`config.mk`:
```
export PLATFORM = sky130hd
export DESIGN_NAME = grid_input_unit_flat
export DESIGN_NICKNAME = d
export VERILOG_FILES = /design/src/rtl/grid_input_unit_pkg.sv /design/src/rtl/grid_input_unit_if.sv /design/src/rtl/grid_input_unit_sync2.sv /design/src/rtl/grid_input_unit.sv /design/src/flat_wrapper.sv
export SDC_FILE = /design/constraint.sdc
export NUM_CORES = 1
export LEC_CHECK = 0
export CORE_ASPECT_RATIO = 0.75
export CORE_MARGIN = 3
export CORE_UTILIZATION = 49
export CTS_BUF_LIST = sky130_fd_sc_hd__clkbuf_8
export CTS_CLUSTER_SIZE = 25
export DETAILED_ROUTE_END_ITERATION = 6
export HOLD_SLACK_MARGIN = 0.1
export PLACE_DENSITY = 0.7
export SYNTH_ARGS = -nofsm -noshare
export SYNTH_HDL_FRONTEND = slang
export SYNTH_SLANG_ARGS = --single-unit
export TNS_END_PERCENT = 1
```
`constraint.sdc`:
```
create_clock -name clk -period 5.3 [get_ports clk]
set_input_delay 0.795 -clock clk [delete_from_list [all_inputs] [get_ports clk]]
set_output_delay 0.795 -clock clk [all_outputs]
set_load 0.03 [all_outputs]
```
`src/rtl/grid_input_unit_pkg.sv`:
```
// Shared definitions for the grid input unit.
//   ipu_state_t  : FSM state encoding (IDLE, DB_PRESS, INT_PEND, WAIT_REL, DB_REL)
//   COORD_W      : width of a cell coordinate, also used by the processor read path
//   MAX_CELL     : highest valid cell index of the 3x3 grid
//   coord_valid  : true when a coordinate addresses a real cell
package grid_input_unit_pkg;

   localparam int COORD_W = 4;
   localparam logic [COORD_W-1:0] MAX_CELL = 4'd8;

   typedef enum logic [2:0] {
      IDLE     = 3'd0,
      DB_PRESS = 3'd1,
      INT_PEND = 3'd2,
      WAIT_REL = 3'd3,
      DB_REL   = 3'd4
   } ipu_state_t;

   function automatic logic coord_valid(input logic [COORD_W-1:0] c);
      return (c <= MAX_CELL);
   endfunction

endpackage

```
`src/rtl/grid_input_unit_if.sv`:
```
// Processor-side bundle of the grid input unit.
//   ipu_int    : level interrupt request (unit -> processor)
//   int_ack    : interrupt acknowledge   (processor -> unit)
//   grid_coord : latched cell index read by the coordinate-read instruction
//   coord_err  : one-cycle pulse on a press with an out-of-range cell
//   busy       : unit is not idle
// master = the input unit, slave = the processor.
interface grid_input_unit_if;
   import grid_input_unit_pkg::*;

   logic               ipu_int;
   logic               int_ack;
   logic [COORD_W-1:0] grid_coord;
   logic               coord_err;
   logic               busy;

   modport master (
      output ipu_int,
      output grid_coord,
      output coord_err,
      output busy,
      input  int_ack
   );

   modport slave (
      input  ipu_int,
      input  grid_coord,
      input  coord_err,
      input  busy,
      output int_ack
   );
endinterface

```
`src/rtl/grid_input_unit_sync2.sv`:
```
// sync2: parameterized-width two-flop synchronizer for asynchronous inputs.
//   clk     : destination clock
//   rst     : asynchronous active-low reset, loads RST_VAL into both flops
//   d       : asynchronous input
//   q       : synchronized output, two clk edges of latency
module sync2 #(
   parameter int               WIDTH   = 1,
   parameter logic [WIDTH-1:0] RST_VAL = '0
) (
   input  logic             clk,
   input  logic             rst,
   input  logic [WIDTH-1:0] d,
   output logic [WIDTH-1:0] q
);

   logic [WIDTH-1:0] s_p0;
   logic [WIDTH-1:0] s_p1;

   always_ff @(posedge clk or negedge rst) begin
      if (!rst) begin
         s_p0 <= RST_VAL;
         s_p1 <= RST_VAL;
      end else begin
         s_p0 <= d;
         s_p1 <= s_p0;
      end
   end

   assign q = s_p1;

endmodule

```
`src/rtl/grid_input_unit.sv`:
```
// grid_input_unit: debounces the board "place" pushbutton, samples the cell
// switches once per accepted press and raises a level interrupt towards the
// processor until it is acknowledged. Each physical press yields at most one
// interrupt; an out-of-range cell yields a coord_err pulse instead.
// Parameters:
//   DEBOUNCE_CYCLES : stable cycles needed to accept a level change
//   CNT_W           : debounce counter width, 2**CNT_W must exceed DEBOUNCE_CYCLES
// Ports:
//   clk         : system clock, rising edge
//   rst         : asynchronous active-low reset
//   btn_place_n : raw pushbutton, low when pressed, asynchronous
//   sw_coord    : raw cell switches, asynchronous
//   cpu         : processor bundle (ipu_int, int_ack, grid_coord, coord_err, busy)
module grid_input_unit
   import grid_input_unit_pkg::*;
#(
   parameter int DEBOUNCE_CYCLES = 500000,
   parameter int CNT_W           = 20
) (
   input  logic                clk,
   input  logic                rst,
   input  logic                btn_place_n,
   input  logic [COORD_W-1:0]  sw_coord,
   grid_input_unit_if.master   cpu
);

   localparam logic [CNT_W-1:0] CNT_LAST = CNT_W'(DEBOUNCE_CYCLES - 1);

   logic               btn_s;
   logic [COORD_W-1:0] coord_s;
   logic               pressed;

   ipu_state_t         state;
   ipu_state_t         state_nx;
   logic [CNT_W-1:0]   cnt;
   logic               cnt_clr;
   logic               cnt_inc;
   logic               cnt_done;
   logic               coord_load;
   logic               err_pulse;

   logic               ipu_int_q;
   logic [COORD_W-1:0] grid_coord_q;
   logic               coord_err_q;

   // Synchronizer stage: released (1) / zero after reset
   sync2 #(.WIDTH(1), .RST_VAL(1'b1)) u_sync_btn (
      .clk (clk),
      .rst (rst),
      .d   (btn_place_n),
      .q   (btn_s)
   );

   sync2 #(.WIDTH(COORD_W), .RST_VAL('0)) u_sync_coord (
      .clk (clk),
      .rst (rst),
      .d   (sw_coord),
      .q   (coord_s)
   );

   assign pressed  = ~btn_s;
   assign cnt_done = (cnt == CNT_LAST);

   // Control stage: state register, debounce counter and registered outputs
   always_ff @(posedge clk or negedge rst) begin
      if (!rst) begin
         state        <= IDLE;
         cnt          <= '0;
         ipu_int_q    <= 1'b0;
         grid_coord_q <= '0;
         coord_err_q  <= 1'b0;
      end else begin
         state <= state_nx;
         if (cnt_clr) begin
            cnt <= '0;
         end else if (cnt_inc && (cnt != {CNT_W{1'b1}})) begin
            // saturate rather than wrap
            cnt <= cnt + CNT_W'(1);
         end
         // registered so the request is high exactly while in INT_PEND
         ipu_int_q   <= (state_nx == INT_PEND);
         coord_err_q <= err_pulse;
         if (coord_load) begin
            grid_coord_q <= coord_s;
         end
      end
   end

   always_comb begin
      state_nx   = state;
      cnt_clr    = 1'b0;
      cnt_inc    = 1'b0;
      coord_load = 1'b0;
      err_pulse  = 1'b0;
      case (state)
         IDLE: begin
            if (pressed) begin
               state_nx = DB_PRESS;
               cnt_clr  = 1'b1;
            end
         end
         DB_PRESS: begin
            if (!pressed) begin
               state_nx = IDLE;
            end else if (cnt_done) begin
               // switches are sampled only on this completion cycle
               if (coord_valid(coord_s)) begin
                  coord_load = 1'b1;
                  state_nx   = INT_PEND;
               end else begin
                  err_pulse = 1'b1;
                  state_nx  = WAIT_REL;
               end
            end else begin
               cnt_inc = 1'b1;
            end
         end
         INT_PEND: begin
            if (cpu.int_ack) begin
               state_nx = WAIT_REL;
            end
         end
         WAIT_REL: begin
            if (!pressed) begin
               state_nx = DB_REL;
               cnt_clr  = 1'b1;
            end
         end
         DB_REL: begin
            if (pressed) begin
               state_nx = WAIT_REL;
            end else if (cnt_done) begin
               state_nx = IDLE;
            end else begin
               cnt_inc = 1'b1;
            end
         end
         default: begin
            state_nx = IDLE;
         end
      endcase
   end

   assign cpu.ipu_int    = ipu_int_q;
   assign cpu.grid_coord = grid_coord_q;
   assign cpu.coord_err  = coord_err_q;
   assign cpu.busy       = (state != IDLE);

endmodule

```
`src/flat_wrapper.sv`:
```
// flat-port wrapper written by rule: the top's interface ports become plain ports
module grid_input_unit_flat import grid_input_unit_pkg::*;
#(
   parameter int DEBOUNCE_CYCLES = 500000,
   parameter int CNT_W           = 20
)
  (clk, rst, btn_place_n, sw_coord, cpu_ipu_int, cpu_grid_coord, cpu_coord_err, cpu_busy, cpu_int_ack);
  grid_input_unit_if cpu_i ();
  input  logic clk;
  input  logic rst;
  input  logic btn_place_n;
  input  logic [COORD_W-1:0] sw_coord;
  output wire logic [$bits(cpu_i.ipu_int)-1:0] cpu_ipu_int;
  output wire logic [$bits(cpu_i.grid_coord)-1:0] cpu_grid_coord;
  output wire logic [$bits(cpu_i.coord_err)-1:0] cpu_coord_err;
  output wire logic [$bits(cpu_i.busy)-1:0] cpu_busy;
  input wire logic [$bits(cpu_i.int_ack)-1:0] cpu_int_ack;
  assign cpu_ipu_int = cpu_i.ipu_int;
  assign cpu_grid_coord = cpu_i.grid_coord;
  assign cpu_coord_err = cpu_i.coord_err;
  assign cpu_busy = cpu_i.busy;
  assign cpu_i.int_ack = cpu_int_ack;
  grid_input_unit #(.DEBOUNCE_CYCLES(DEBOUNCE_CYCLES), .CNT_W(CNT_W)) u_core (.clk(clk), .rst(rst), .btn_place_n(btn_place_n), .sw_coord(sw_coord), .cpu(cpu_i));
endmodule
```
Word-level counts from Yosys, hierarchy flattened
Cells that the tools add are included.
{"block": "word_totals", "elab_cells": 48, "input_bits": 8, "output_inout_bits": 7, "register_bits": 39}
{"block": "op_classes", "n_mux": 26, "magnitude_cmp": 1, "eq_ne": 7, "add_sub_neg": 1, "n_reduce_logical": 4}
{"cell": "20-bit two-way mux", "n": 2}
{"cell": "3-bit two-way mux", "n": 7}
{"cell": "20-bit by 1-bit adder with 20-bit output (second input constant)", "n": 1}
{"cell": "20-bit by 19-bit == test with 1-bit output (second input constant)", "n": 1}
{"cell": "20-bit != test (second input constant)", "n": 1}
{"cell": "3-bit case mux with 5 select lines", "n": 1}
{"cell": "1-bit two-way mux", "n": 14}
{"cell": "3-bit by 2-bit == test with 1-bit output (second input constant)", "n": 3}
{"cell": "4-bit <= comparator (second input constant)", "n": 1}
{"cell": "1-bit case mux with 2 select lines", "n": 2}
{"cell": "3-bit by 1-bit == test with 1-bit output (second input constant)", "n": 1}
{"cell": "3-bit == test (second input constant)", "n": 1}
{"cell": "3-bit zero test", "n": 1}
{"cell": "3-bit nonzero test", "n": 1}
{"cell": "2-bit nonzero test", "n": 1}
{"cell": "1-bit logical AND", "n": 1}

Logic depth before layout (Yosys ltp)
Gate-level depths: netlist (run 1).
{"block": "depth", "word_depth": 7, "depth_mapped": 7, "depth_no_buf": 6}

Cells and area by module
From an unflattened synthesis (run 1), not the netlist that was laid out.
{"block": "hier_totals", "cells_unflattened": 177, "hier_area_um2": 1856.8}
{"mod": "grid_input_unit", "cells_per_inst": 167, "instances": 1, "seq_area_each_um2": 725.7, "area_each_um2": 1604.0}
{"mod": "sync2 (u_core.u_sync_coord)", "cells_per_inst": 8, "instances": 1, "seq_area_each_um2": 200.2, "area_each_um2": 200.2}
{"mod": "sync2 (u_core.u_sync_btn)", "cells_per_inst": 2, "instances": 1, "seq_area_each_um2": 52.6, "area_each_um2": 52.6}

Worst setup path before layout (run 1)
OpenSTA, ideal clock, no wires.
{"block": "synth_timing", "path_kind": "reg2out", "from": "register u_core.state[1]", "to": "output port cpu_busy", "path_slack_ps": 3377, "arrival_ps": 1128, "stages_incl_launch_ff": 3, "t_required_ps": 4505, "n_path_buf": 1, "cell_sequence": "dfrtp_1 -> clkbuf_1 -> or3_1"}
{"block": "synth_between", "elab_chain_len": 1}
{"item": "from (decl)", "line": "grid_input_unit.sv:33", "text": "ipu_state_t state;"}
{"item": "from (signal assigned)", "line": "grid_input_unit.sv:73", "text": "state <= state_nx;"}
{"item": "3-bit nonzero test", "line": "grid_input_unit.sv:147", "text": "assign cpu.busy = (state != IDLE);"}
{"item": "to (decl)", "line": "flat_wrapper.sv:16", "text": "output wire logic [$bits(cpu_i.busy)-1:0] cpu_busy;"}
Every way passes these cells.

Worst setup path in the final report (run 1)
Ends and elaborated chain as after synthesis.

==> results of run 1 <==
-- how the worst max path moves through the flow --
stage / slack (ns) / to / from
2_1_floorplan: 3.38 / cpu_busy / u_core.state[1]
3_3_place_gp: 3.01 / cpu_busy / u_core.state[1]
3_5_place_dp: 2.99 / cpu_busy / u_core.state[1]
4_1_cts: 2.67 / cpu_busy / u_core.state[1]
5_1_grt: 2.61 / cpu_busy / u_core.state[1]
6_report: 2.67 / cpu_busy / u_core.state[1]
-- through the flow --
stage | util | std cells | hold WS, ns
floorplan | - | 184 | 0.3312
global placement | 0.5595 | 243 | 0.3341
detailed placement | 0.5595 | 243 | 0.3347
CTS | 0.5960 | 251 | 0.3543
global route | 0.5960 | 251 | 0.3623
finish | 0.5960 | 251 | 0.3538
-- final cells by class --
class                           instances  area (µm²)  area share
Sequential cell                        39       978.4      0.4398
Multi-Input combinational cell        131       879.6      0.3954
Timing Repair Buffer                   15       142.6     0.06412
Clock buffer                            5       68.82     0.03093
Clock inverter                          3       67.56     0.03037
Tap cell                               52       65.06     0.02925
Inverter                                6       22.52     0.01012
-- cell families (layout without fill, tap and decap cells) --
family / count (synthesis) / in the layout
flip-flops: 39 / 39
AO/OA/AOI/OAI: 38 / 38
AND/OR/NAND/NOR: 78 / 78
XOR/XNOR: 8 / 8
adder cells (fa/ha/maj): 1 / 1
multiplexers: 6 / 6
buffers and inverters: 14 / 29
-- synthesized netlist by cell type, types with 3 or more instances --
cell type | count | area share
sky130_fd_sc_hd__nor2_1 | 14 | 0.027
sky130_fd_sc_hd__mux2i_1 | 3 | 0.016
sky130_fd_sc_hd__or4_1 | 3 | 0.012
sky130_fd_sc_hd__nor3_1 | 4 | 0.010
sky130_fd_sc_hd__clkbuf_1 | 4 | 0.0077
sky130_fd_sc_hd__inv_1 | 6 | 0.012
sky130_fd_sc_hd__nor4_1 | 3 | 0.0097
sky130_fd_sc_hd__o21ai_0 | 6 | 0.016
sky130_fd_sc_hd__nand2_1 | 16 | 0.031
sky130_fd_sc_hd__mux2_2 | 3 | 0.017
sky130_fd_sc_hd__dfrtp_1 | 37 | 0.48
sky130_fd_sc_hd__o31ai_1 | 4 | 0.016
sky130_fd_sc_hd__buf_6 | 3 | 0.017
sky130_fd_sc_hd__or3_1 | 6 | 0.019
sky130_fd_sc_hd__nand3_1 | 11 | 0.028
sky130_fd_sc_hd__a21oi_1 | 9 | 0.023
sky130_fd_sc_hd__o211ai_1 | 4 | 0.016
sky130_fd_sc_hd__xor2_1 | 7 | 0.032
sky130_fd_sc_hd__nand4_1 | 3 | 0.0097
-- layer usage --
layer  wire [µm]  track usage
met4          50      0.07232
met2        1814       0.2672
met1        1923       0.2696
met5           0            0
met3         207      0.04451
-- power by group --
part           switching [W]  leakage [nW]  internal (W)
sequential         0.0000172         0.512      0.000313
clock               0.000102        0.0644      0.000188
combinational      0.0000290         0.322     0.0000220
total               0.000148         0.899      0.000522
-- flip-flops by register name, indices dropped and copies added, names as in the netlist --
name and count:
u_core.cpu.grid_coord 4, u_core.u_sync_btn.q 1, u_core.cpu.coord_err 1, u_core.u_sync_coord.q 4, u_core.cpu.ipu_int 1, u_core.u_sync_btn.s_p0 1
u_core.u_sync_coord.s_p0 4, u_core.cnt 20, u_core.state 3
==> impl_summary.txt, run 1 <==
----------------------------------------------------
[Outcome]
  Result of the run ... finished, final reports clean

[CTS]
  CTS hold repair buffers ... 0
  Number of post-CTS setup repair buffers ... 0
  Clock Latency Late Sink ... just under 0.3 ns
  Clock-pin slew on the worst setup and hold paths ... ~0.080 ns
  Number of gates given a new drive strength after cts ... 0
  Clock Tree Root ... sky130_fd_sc_hd__clkbuf_8
  CTS tree ... yes
  H-tree depth ... 2
  Longest Clk Path Bufs ... 2
  Clock sink count ... 39
  Number of buffers inserted during clock tree synthesis ... 5

[Setup path]
  Largest incremental delay on the critical path ... a little under 0.6 ns
  Endpoint of the worst-slack reg-to-reg timing path ... u_core.cnt[16]
  Critical Path End Type ... output pin
  Worst Setup Path Type ... reg -> out
  Internal reg-to-reg setup slack ... ~3.0 ns
  Crit-path cells ... or3_1 -> clkdlybuf4s50_1
  Worst R2R Start ... u_core.cnt[0]
  Worst setup SP type ... flip-flop
  Worst Path Required ... approximately 4.5 ns
  Critical path depth in cells ... 2
  Crit-path max FO ... 13
  Number of cells traversed by the worst register-to-register path ... 6
  Largest delay contributor family on the critical path ... buffers and inverters
  Crit-path slowest cell ... sky130_fd_sc_hd__clkdlybuf4s50_1
  Critical Path AT ... around 1.8 ns
  Count of buffering cells on the critical path with inverters included ... 1

[Place]
  Half-perimeter wire length after detailed placement ... about 2800 µm
  Count of port buffers added during placement ... 14
  Setup Slack @ Placement ... between 2 and 3 ns
  GP Congestion ... between 0.8 and 0.9
  Area post-placement ... roughly 0.0021 mm²

[Yosys]
  Netlist Area Pre-Place ... between 0.0015 and 0.002 mm²
  Most frequently used flop master after synthesis ... sky130_fd_sc_hd__dfrtp_1
  Avg Cell Area, Syn ... between 10 and 15 µm²
  Complex-gate fraction of the synthesized area ... 0.1479
  Synthesized net count ... 193
  Register bit count reported by yosys ... 39
  Fraction of registers with async set/reset ... 1.000
  Share of synthesized cell area in and, or, nand and nor gates ... 0.2306
  Count of warnings emitted by yosys ... 0
  Portion of netlist area occupied by mux cells ... 0.03295
  Count of flip-flops with a built-in enable after synthesis ... 0
  Cell variety after synth ... 50
  Synth Area in Adders ... 0.006460
  Seq/Total Area, Yosys ... 0.5052
  Post-synthesis xor/xnor area fraction ... 0.03618
  Synth Instances ... about 180
  Largest family of logic cells by synthesized area ... simple AND/OR/NAND/NOR gates

[Drt]
  Ratio of routed vias to standard cells ... just under 6
  Total wire length after detailed routing ... about 4000 µm
  Routed wire per std cell ... 15.92 µm
  Number of DRC markers after the initial detailed-route iteration ... about 180
  Post-route antenna net violation count ... 0
  Total DRC errors in the routed layout ... 0
  First-pass iteration count of the detailed router ... 4
  DR vias ... approximately 1500

[Global routing]
  Antenna violations before repair ... 0
  Pin count of the biggest net entering global routing ... 40
  All-Layer GR Usage ... 0.1844
  Global route total overflow ... 0
  Global-route wire length before repair ... 6672 µm
  Vias in the first global route ... between 1000 and 1500

[Hold path]
  Hold endpoint ... u_core.u_sync_coord.q[1]
  Cell count of the worst hold path ... 0
  Type of the most critical hold path ... reg -> reg
  Hold path startpoint ... u_core.u_sync_coord.s_p0[1]

[Power and ir drop]
  Total power of the final layout ... between 0.0006 and 0.0007 W
  Power per Cell Area ... about 300 mW/mm²
  Leakage component of the power ... about 0.90 nW
  Peak ir drop on the vdd network ... 0.2425 mV

[Floorplan]
  Number of primary I/O pins ... 15
  Total Die Area ... 0.004751 mm²
  Cell row count ... 19
  Core ar. ... 0.003732 mm²
  Die Span X ... around 80 µm
  Initial Utilization ... 0.5189
  Vertical die dimension ... about 60 µm

[Layout]
  Fillers ... between 300 and 400
  Leading cell type in the layout, fill and taps excluded ... sky130_fd_sc_hd__dfrtp_1
  Layout Area Growth over Synthesis ... 14.86%
  Share of final-layout standard cells stronger than drive strength 1 ... 0.1307
  Leading cell types in the layout, fill and taps excluded ... sky130_fd_sc_hd__dfrtp_1 (37), sky130_fd_sc_hd__nand2_1 (16), sky130_fd_sc_hd__nor2_1 (14)
  Layout Nets ... ~210
  Final std cell area, no fill ... roughly 0.0022 mm²
  Number of antenna repair diodes ... 0

[Job]
  Maxcap violations ... 0

[Timing]
  Worst-case clock skew ... a little under 0.006 ns
  Setup ws final ... 2.668 ns
  Slew at the pin closest to its max-slew limit ... 1.165 ns
  Headroom to the max-slew limit ... 0.2234
  Setup Total Neg Slack ... 0 ns
  Fmax achieved ... 380.0 MHz
  Post-route fraction of the period consumed by the critical path ... 0.4966
  Final setup vio count ... 0
  Pins over their slew limit ... 0
  Tmin final ... about 2.6 ns
  Setup repair after global routing missed its margin ... no
  Hold violation count in the final report ... 0

----------------------------------------------------
Power figures use the tool's default switching activity.
==> run 2: changes to the inputs <==
==> constraint.sdc (replaced) <==
create_clock -name clk -period 2.7 [get_ports clk]
set_input_delay 0.405 -clock clk [delete_from_list [all_inputs] [get_ports clk]]
set_output_delay 0.405 -clock clk [all_outputs]
set_load 0.03 [all_outputs]
==> impl_summary.txt, run 2 (synthesis gave the netlist of run 1 again) <==
----------------------------------------------------
[Outcome]
  Result of the run ... finished, final reports clean

[Drt]
  Ratio of routed vias to standard cells ... just under 6
  Number of DRC markers after the initial detailed-route iteration ... about 220
  Routed wire per std cell ... ~16 µm
  Total DRC errors in the routed layout ... 0
  DR vias ... 1489
  Total wire length after detailed routing ... ~4000 µm
  First-pass iteration count of the detailed router ... 4
  Post-route antenna net violation count ... 0

[Layout]
  Leading cell type in the layout, fill and taps excluded ... sky130_fd_sc_hd__dfrtp_1
  Fillers ... between 300 and 400
  Layout Area Growth over Synthesis ... 14.21%
  Number of flip-flops in the largest register ... 20
  Number of antenna repair diodes ... 0
  Most flop-heavy register ... u_core.cnt
  Area occupied by multi-input gates ... about 880 µm²
  Seq. cell area ... around 1000 µm²
  Layout Nets ... around 210
  Core occupancy in the finished layout ... 0.5927
  Leading cell types in the layout, fill and taps excluded ... sky130_fd_sc_hd__dfrtp_1 (37), sky130_fd_sc_hd__nand2_1 (16), sky130_fd_sc_hd__nor2_1 (14)
  Share of final-layout standard cells stronger than drive strength 1 ... 0.1350

[Place]
  Half-perimeter wire length after detailed placement ... about 2800 µm
  Count of port buffers added during placement ... 14
  GP Congestion ... between 0.8 and 0.9
  Setup Slack @ Placement ... 0.5128 ns

[Power and ir drop]
  Power per Cell Area ... about 560 mW/mm²
  Leakage component of the power ... about 0.9 nW
  Peak ir drop on the vdd network ... between 0.5 and 0.6 mV

[Setup path]
  Count of buffering cells on the critical path with inverters included ... 0
  Endpoint of the worst-slack reg-to-reg timing path ... u_core.cnt[3]
  Number of cells traversed by the worst register-to-register path ... 6
  Worst R2R Start ... u_core.cnt[0]
  Internal reg-to-reg setup slack ... 0.43 ns
  Worst setup SP type ... flip-flop
  Largest delay contributor family on the critical path ... compound AO/OA/AOI/OAI gates
  Worst Path Required ... around 2.9 ns
  Worst Setup Path Type ... reg -> reg
  Crit-path max FO ... 14
  Crit-path cells ... ha_1 -> and4_1 -> nand3_1 -> o21ai_4 -> o311ai_0 -> o41ai_1
  Largest incremental delay on the critical path ... approximately 0.46 ns
  Crit-path slowest cell ... sky130_fd_sc_hd__o311ai_0
  Critical Path End Type ... flip-flop
  Critical Path AT ... around 2.4 ns

[Global routing]
  Vias in the first global route ... 1369
  Global-route wire length before repair ... approximately 6700 µm
  Antenna violations before repair ... 0
  Pin count of the biggest net entering global routing ... 40
  All-Layer GR Usage ... 0.1807
  Global route total overflow ... 0

[Timing]
  Fmax achieved ... ~440 MHz
  Tightest hold margin ... a little over 0.2 ns
  Pins over their slew limit ... 0
  Tmin final ... between 2 and 2.5 ns
  Setup ws final ... ~0.43 ns
  Final setup vio count ... 0
  Setup Total Neg Slack ... 0 ns
  Setup repair after global routing missed its margin ... no
  Headroom to the max-slew limit ... 0.4439
  Hold violation count in the final report ... 0
  Post-route fraction of the period consumed by the critical path ... 0.8396
  Worst-case clock skew ... approximately 0.0054 ns
  Slew at the pin closest to its max-slew limit ... between 0.8 and 0.9 ns

[Floorplan]
  Number of primary I/O pins ... 15
  Total Die Area ... about 0.0048 mm²
  Vertical die dimension ... between 60 and 70 µm
  Cell row count ... 19
  Die Span X ... 78.60 µm
  Initial Utilization ... 0.5189
  Core ar. ... roughly 0.0037 mm²

[CTS]
  Longest Clk Path Bufs ... 2
  H-tree depth ... 2
  Clock Tree Root ... sky130_fd_sc_hd__clkbuf_8
  Clock sink count ... 39
  CTS hold repair buffers ... 0
  CTS tree ... yes
  Clock Latency Late Sink ... 0.29 ns
  Clock-pin slew on the worst setup and hold paths ... about 0.08 ns
  Number of buffers inserted during clock tree synthesis ... 5
  Number of post-CTS setup repair buffers ... 0
  Number of gates given a new drive strength after cts ... 0

[Job]
  Maxcap violations ... 0

[Hold path]
  Type of the most critical hold path ... in -> async

----------------------------------------------------
==> run 2: through the flow <==
stage | power [W] | instances | area, µm²
3_5_place_dp | 0.0007608 | 244 | 2096
4_1_cts | 0.001255 | 252 | 2212
6_report | 0.001247 | 252 | 2212
3_3_place_gp | 0.0007531 | 244 | 2096
5_1_grt | 0.001297 | 252 | 2212
2_1_floorplan | 0.0007176 | 184 | 1937
==> run 2: layout make-up <==
cell class,count,share of cell area
inverters,6,0.01018
flip-flops and latches,39,0.4423
repair buffers,16,0.06787
multi-input cells,131,0.3976
well taps,52,0.02941
clock inverters,3,0.02149
clock buffers,5,0.03111
==> run 2: worst max-delay path by stage <==
stage / startpoint / to / slack, ns / cells after the start
finish: u_core.cnt[0] / u_core.cnt[3] / 0.43 / 6
global route: u_core.cnt[0] / u_core.cnt[16] / 0.22 / 6
CTS: u_core.state[1] / cpu_busy / 0.45 / 2
detailed placement: u_core.cnt[0] / u_core.cnt[3] / 0.51 / 6
global placement: u_core.cnt[0] / u_core.cnt[16] / 0.57 / 6
floorplan: u_core.cnt[0] / u_core.cnt[3] / 0.80 / 7
==> run 2: worst register-to-register path: cells and delay by family, from the launching register on <==
| kind | cells | cell delay [ns] |
|---|---|---|
| AOI/OAI and AO/OA | 3 | 0.81 |
| and+or+nand+nor | 2 | 0.64 |
| DFF | 1 | 0.43 |
| adders and majority gates | 1 | 0.25 |
==> run 2: where the power goes <==
group	leakage (nW)	internal (W)	switching, W	total, W
logic	0.327	0.0000436	0.0000565	0.000100
clock network	0.0587	0.000280	0.000218	0.000498
registers	0.512	0.000614	0.0000346	0.000648
total	0.898	0.000937	0.000309	0.00125
==> run 2: layer usage <==
metal,up-vias,GRT usage,routed length [µm]
li1,711,-,-
met1,710,0.2653,1817
met2,63,0.2648,1732
met3,5,0.04599,323
met4,0,0.05486,34
met5,-,0,0
